===== src/rtl/muldiv_unit_if.sv =====
// muldiv_unit_if: operand, control and HI/LO result signals shared by the muldiv unit and its driver.
interface muldiv_unit_if #(parameter int WIDTH = 32);
  logic             Start;
  logic [1:0]       Op;
  logic [WIDTH-1:0] A;
  logic [WIDTH-1:0] B;
  logic             Hi_We;
  logic             Lo_We;
  logic [WIDTH-1:0] W_Data;
  logic             Busy;
  logic             Done;
  logic [WIDTH-1:0] HI;
  logic [WIDTH-1:0] LO;
  modport master(output Start, Op, A, B, Hi_We, Lo_We, W_Data, input Busy, Done, HI, LO);
  modport slave(input Start, Op, A, B, Hi_We, Lo_We, W_Data, output Busy, Done, HI, LO);
endinterface


===== src/rtl/muldiv_unit.sv =====
// muldiv_unit: iterative signed/unsigned multiply and divide holding the HI/LO registers.
module muldiv_unit #(
  parameter int WIDTH = 32,
  parameter int CNTW  = 6
) (
  input logic          Clk,
  input logic          Clr,
  muldiv_unit_if.slave bus
);
  typedef enum logic [1:0] {IDLE, RUN, FIX} state_t;
  state_t             state_q;
  logic               div_q, sq_q, sr_q, dz_q, done_q;
  logic [WIDTH-1:0]   m_q, x_q, hi_q, lo_q;
  logic [2*WIDTH-1:0] acc_q, acc_d, prod;
  logic [CNTW-1:0]    cnt_q;
  logic [WIDTH-1:0]   x_d, a_mag, b_mag, quo, rem, fix_hi, fix_lo;
  logic [WIDTH:0]     mul_sum, div_t, div_r;
  logic               sgn, div_ge;
  always_comb begin
    sgn     = ~bus.Op[0];
    a_mag   = (sgn && bus.A[WIDTH-1]) ? -bus.A : bus.A;
    b_mag   = (sgn && bus.B[WIDTH-1]) ? -bus.B : bus.B;
    // m_q is multiplicand/divisor; x_q is multiplier (shifted right) or dividend (shifted left)
    mul_sum = {1'b0, acc_q[2*WIDTH-1:WIDTH]} + (x_q[0] ? {1'b0, m_q} : '0);
    div_t   = {acc_q[2*WIDTH-1:WIDTH], x_q[WIDTH-1]};
    div_ge  = div_t >= {1'b0, m_q};
    div_r   = div_ge ? div_t - {1'b0, m_q} : div_t;
    acc_d   = div_q ? {div_r[WIDTH-1:0], acc_q[WIDTH-2:0], div_ge} : {mul_sum, acc_q[WIDTH-1:1]};
    x_d     = div_q ? x_q << 1 : x_q >> 1;
    prod    = sq_q ? -acc_q : acc_q;
    quo     = dz_q ? '1 : (sq_q ? -acc_q[WIDTH-1:0] : acc_q[WIDTH-1:0]);
    rem     = sr_q ? -acc_q[2*WIDTH-1:WIDTH] : acc_q[2*WIDTH-1:WIDTH];
    fix_hi  = div_q ? rem : prod[2*WIDTH-1:WIDTH];
    fix_lo  = div_q ? quo : prod[WIDTH-1:0];
  end
  always_ff @(posedge Clk or negedge Clr) begin
    if (!Clr) begin
      state_q <= IDLE;
      div_q   <= 1'b0;
      sq_q    <= 1'b0;
      sr_q    <= 1'b0;
      dz_q    <= 1'b0;
      done_q  <= 1'b0;
      m_q     <= '0;
      x_q     <= '0;
      hi_q    <= '0;
      lo_q    <= '0;
      acc_q   <= '0;
      cnt_q   <= '0;
    end else begin
      done_q <= 1'b0;
      case (state_q)
        IDLE: begin
          if (bus.Hi_We) hi_q <= bus.W_Data;
          if (bus.Lo_We) lo_q <= bus.W_Data;
          if (bus.Start) begin
            div_q   <= bus.Op[1];
            sq_q    <= sgn & (bus.A[WIDTH-1] ^ bus.B[WIDTH-1]);
            sr_q    <= sgn & bus.A[WIDTH-1];
            dz_q    <= bus.Op[1] && (bus.B == '0);
            m_q     <= bus.Op[1] ? b_mag : a_mag;
            x_q     <= bus.Op[1] ? a_mag : b_mag;
            acc_q   <= '0;
            cnt_q   <= '0;
            state_q <= RUN;
          end
        end
        RUN: begin
          acc_q   <= acc_d;
          x_q     <= x_d;
          cnt_q   <= cnt_q + 1'b1;
          state_q <= (cnt_q == CNTW'(WIDTH - 1)) ? FIX : RUN;
        end
        FIX: begin
          hi_q    <= fix_hi;
          lo_q    <= fix_lo;
          done_q  <= 1'b1;
          state_q <= IDLE;
        end
        default: state_q <= IDLE;
      endcase
    end
  end
  assign bus.Busy = state_q != IDLE;
  assign bus.Done = done_q;
  assign bus.HI   = hi_q;
  assign bus.LO   = lo_q;
endmodule


===== src/flat_wrapper.sv =====
// flat-port wrapper written by rule: the top's interface ports become plain ports
module muldiv_unit_flat 
#(
  parameter int WIDTH = 32,
  parameter int CNTW  = 6
)
  (Clk, Clr, bus_Start, bus_Op, bus_A, bus_B, bus_Hi_We, bus_Lo_We, bus_W_Data, bus_Busy, bus_Done, bus_HI, bus_LO);
  muldiv_unit_if #(.WIDTH(WIDTH)) bus_i ();
  input logic Clk;
  input logic Clr;
  input wire logic [$bits(bus_i.Start)-1:0] bus_Start;
  input wire logic [$bits(bus_i.Op)-1:0] bus_Op;
  input wire logic [$bits(bus_i.A)-1:0] bus_A;
  input wire logic [$bits(bus_i.B)-1:0] bus_B;
  input wire logic [$bits(bus_i.Hi_We)-1:0] bus_Hi_We;
  input wire logic [$bits(bus_i.Lo_We)-1:0] bus_Lo_We;
  input wire logic [$bits(bus_i.W_Data)-1:0] bus_W_Data;
  output wire logic [$bits(bus_i.Busy)-1:0] bus_Busy;
  output wire logic [$bits(bus_i.Done)-1:0] bus_Done;
  output wire logic [$bits(bus_i.HI)-1:0] bus_HI;
  output wire logic [$bits(bus_i.LO)-1:0] bus_LO;
  assign bus_i.Start = bus_Start;
  assign bus_i.Op = bus_Op;
  assign bus_i.A = bus_A;
  assign bus_i.B = bus_B;
  assign bus_i.Hi_We = bus_Hi_We;
  assign bus_i.Lo_We = bus_Lo_We;
  assign bus_i.W_Data = bus_W_Data;
  assign bus_Busy = bus_i.Busy;
  assign bus_Done = bus_i.Done;
  assign bus_HI = bus_i.HI;
  assign bus_LO = bus_i.LO;
  muldiv_unit #(.WIDTH(WIDTH), .CNTW(CNTW)) u_core (.Clk(Clk), .Clr(Clr), .bus(bus_i));
endmodule

===== config.mk =====
export PLATFORM = sky130hd
export DESIGN_NAME = muldiv_unit_flat
export DESIGN_NICKNAME = d
export VERILOG_FILES = /design/src/rtl/muldiv_unit_if.sv /design/src/rtl/muldiv_unit.sv /design/src/flat_wrapper.sv
export SDC_FILE = /design/constraint.sdc
export NUM_CORES = 1
export LEC_CHECK = 0
export ABC_AREA = 1
export BUFFER_PORTS_ARGS = -buffer_cell sky130_fd_sc_hd__clkbuf_2
export CORE_MARGIN = 10
export CORE_UTILIZATION = 50
export DETAILED_ROUTE_END_ITERATION = 10
export GPL_TIMING_DRIVEN = 0
export PLACE_DENSITY = 0.69
export REMOVE_ABC_BUFFERS = 1
export SETUP_SLACK_MARGIN = 0.3
export SLEW_MARGIN = 20
export SYNTH_ARGS = -nofsm -noshare
export SYNTH_HDL_FRONTEND = slang
export SYNTH_SLANG_ARGS = --single-unit

===== constraint.sdc =====
create_clock -name Clk -period 3.7 [get_ports Clk]
set_input_delay 0.37 -clock Clk [delete_from_list [all_inputs] [get_ports Clk]]
set_output_delay 0.37 -clock Clk [all_outputs]
set_load 0.03 [all_outputs]

==> flow_metrics.tcl <==
set metrics [dict create \
    syn_area_mm2 0.0198 \
    area_delta_synth_final_pct 12.2 \
    io_buffers 168 \
    crit_start "u_core.x_q[0]" \
    p_int_mw 7.14 \
    r2r-start "u_core.x_q[0]" \
    wirelength_mm 80.8 \
    cp_max_fo 18 \
    whs_endpoint "u_core.bus.LO[2]" \
    max_freq_mhz 314 \
    core_area_mm2 0.0388 \
    final_cell_mix "994 x nand2_1, 436 x inv_1, 421 x nor2_1" \
    setup_tns_ns 0 \
    power.switching_mw 7.87 \
    clock_power_share 0.187 \
    cp-start-kind "register" \
    grt_pass1_vias 22000 \
    min_from "bus_W_Data[2]" \
    fin_area_mm2 0.0222 \
    ys_ff_latch 205 \
    clk_pin_slew_worst_paths_ns 0.06 \
    overflow 0 \
    max-cap-violations 0 \
    n_fill_cell 3952 \
    drt_iter0_drc 2717 \
    nets 3627 \
    switching_share 0.525 \
    fp.dieW_um 219 \
    synth_edf_count 0 \
    regToRegEndpoint "u_core.acc_q[61]" \
    ir_worst_vdd_v 0.000491 \
    antenna_left 0 \
    fin_util 0.571 \
    skew_ns 0.0231 \
    synth_sequential_area_ratio 0.260 \
    yosys_warnings 0 \
    via_per_inst 5.78 \
    cp.arrival_ns 3.63 \
    ios 169 \
    layout_commonest_cell "nand2_1" \
    cp_data_required_time_ns 4.15 \
    dp_hpwl_mm 63.5 \
    h-tree-depth 1 \
    synthDistinctLibCells 51 \
    reg2reg_slack_ns 0.51 \
    die_area_mm2 0.0479 \
    grt_max_degree 84 \
    diodes 0 \
    grt_usage 0.327 \
    tightest_slew_ns 1.06 \
    layout.cells.non_filler 3991 \
    first_pass_iters 7 \
    clock_path_buffers 3 \
    drv_slew 0 \
    p_leak_nw 11.4 \
    setup_violations 0 \
    dp.cells 3941 \
    finalHoldViolCount 0 \
    gp_congestion 0.985 \
    die_y_um 219 \
    status "finished, final reports clean" \
    multiInputGateArea_mm2 0.0125 \
    p_per_area_mw_per_mm2 677 \
    syn_avg_cell_area_um2 5.89 \
    wl_per_cell_um 20.2 \
    row_count 72 \
    postSynthCellCount 3356 \
    num_vias 23100 \
    clock_insertion_delay_worst_skew_ns 0.57 \
    drive_gt1_frac 0.0855 \
    power_frac_seq 0.249 \
    hold_depth 3 \
    cts_tree "built" \
    place_area_mm2 0.0212 \
    clkSinkCount 205 \
    hp-class "in2reg" \
    rsz0062_at_grt "false" \
    slew_headroom 0.286 \
    path_class "reg2reg" \
    yosys_most_used_dff "dfrtp_1" \
    clock_tree.root_cell "clkbuf_16" \
    min_period_over_period 0.861 \
    async_reset_ff_frac 1.00 \
    antenna_found_initial 0 \
    crit_path_end_kind "register" \
    p_total_mw 15.0 \
    r2r_cells 19 \
    initial_core_util 0.509 \
    pwr-share-comb 0.564 \
    numCtsBuffers 26 \
    grt_first_pass_wirelength_mm 124 \
    period_minus_slack_ns 3.19 \
    ff_latch_area_mm2 0.00514 \
    remaining_drc_errors 0 \
]
stage by stage:
stage	setup slack, ns	hold slack, ns
floorplan	-1.39	0.0744
global placement	-5.37	0.469
detailed placement	-0.282	0.391
CTS	0.241	0.0502
global route	0.307	0.0730
finish	0.515	0.0647
cell usage after synthesis (23+ instances only):
master    number  area share
nand2_1      995        0.19
inv_1        438       0.083
nor2_1       427       0.081
nand3_1      336       0.085
a21oi_1      250       0.063
dfrtp_1      205        0.26
o21ai_0      181       0.046
clkbuf_1      81       0.015
ha_1          69       0.044
nand4_1       44       0.014
xor2_1        43       0.019
nor3_1        31      0.0079
xnor2_1       23       0.010
power groups by stage:
| stage | clock network, mW | registers [mW] | logic [mW] |
|---|---|---|---|
| after floorplan | 0 | 3.49 | 5.72 |
| after global placement | 0 | 3.76 | 8.06 |
| after detailed placement | 0 | 3.72 | 8.27 |
| after CTS | 2.82 | 3.69 | 8.32 |
| after global routing | 2.92 | 3.77 | 9.44 |
| final | 2.80 | 3.74 | 8.46 |
metal layers:
layer	part of all wire	routed length [um]	GRT usage	up-vias
met5	0	0	0	-
met3	0.082	6590	0.0568	212
li1	-	-	-	11000
met1	0.40	32600	0.404	10800
met4	0.052	4190	0.160	0
met2	0.46	37400	0.542	1080
final cells by class:
type / instances / share of cell area
clock buffers: 33 / 0.0328
clock inverters: 15 / 0.00914
inverters: 455 / 0.0779
multi-input cells: 2579 / 0.563
flip-flops and latches: 205 / 0.232
well taps: 518 / 0.0292
repair buffers: 186 / 0.0560
kinds of logic after synthesis:
| family | synth area share |
|---|---|
| AOI/OAI and AO/OA | 0.149 |
| adders and majority gates | 0.0457 |
| xor gates and xnor gates | 0.0293 |
| buffers and inverters | 0.111 |
| DFF | 0.260 |
| and+or+nand+nor | 0.404 |
| muxes | 0.000507 |
sequential cells by signal, indices dropped and copies added (netlist names), 2 cells and up:
signal and cells:
u_core.x_q 32, u_core.acc_q 64, u_core.bus.HI 32, u_core.state_q 2, u_core.cnt_q 6, u_core.m_q 32
u_core.bus.LO 32
worst max path at each step:
| stage | endpoint | slack (ns) | depth (start not counted) |
|---|---|---|---|
| 4_1_cts | u_core.x_q[2] | 0.24 | 8 |
| 6_report | u_core.acc_q[61] | 0.51 | 19 |
| 2_1_floorplan | u_core.bus.HI[18] | -1.39 | 8 |
| 5_1_grt | u_core.acc_q[61] | 0.31 | 19 |
| 3_3_place_gp | u_core.x_q[3] | -5.37 | 5 |
| 3_5_place_dp | u_core.x_q[2] | -0.28 | 8 |
repair_timing:
item                                    CTS  global route
hold buffers                              1             0
gates cloned                              0             0
endpoints found under the setup margin   76            76
hold endpoints to repair                 56             0
gates resized for setup                   4             2
setup buffers                             0             1
worst max-delay path: stages (launching register included):
cell	delay, ns
dfrtp_4	0.62
nand2_1	0.08
inv_1	0.07
ha_1	0.20
inv_1	0.07
fa_1	0.39
inv_1	0.20
nand3_1	0.10
nand3_1	0.23
nand2_1	0.08
nand2_1	0.18
nand2_1	0.11
nand2_1	0.19
nand2_1	0.11
nand3_1	0.10
nand3_1	0.09
nand2_1	0.08
inv_1	0.04
nand2_1	0.05
nand2_1	0.05
Power figures use the tool's default switching activity.
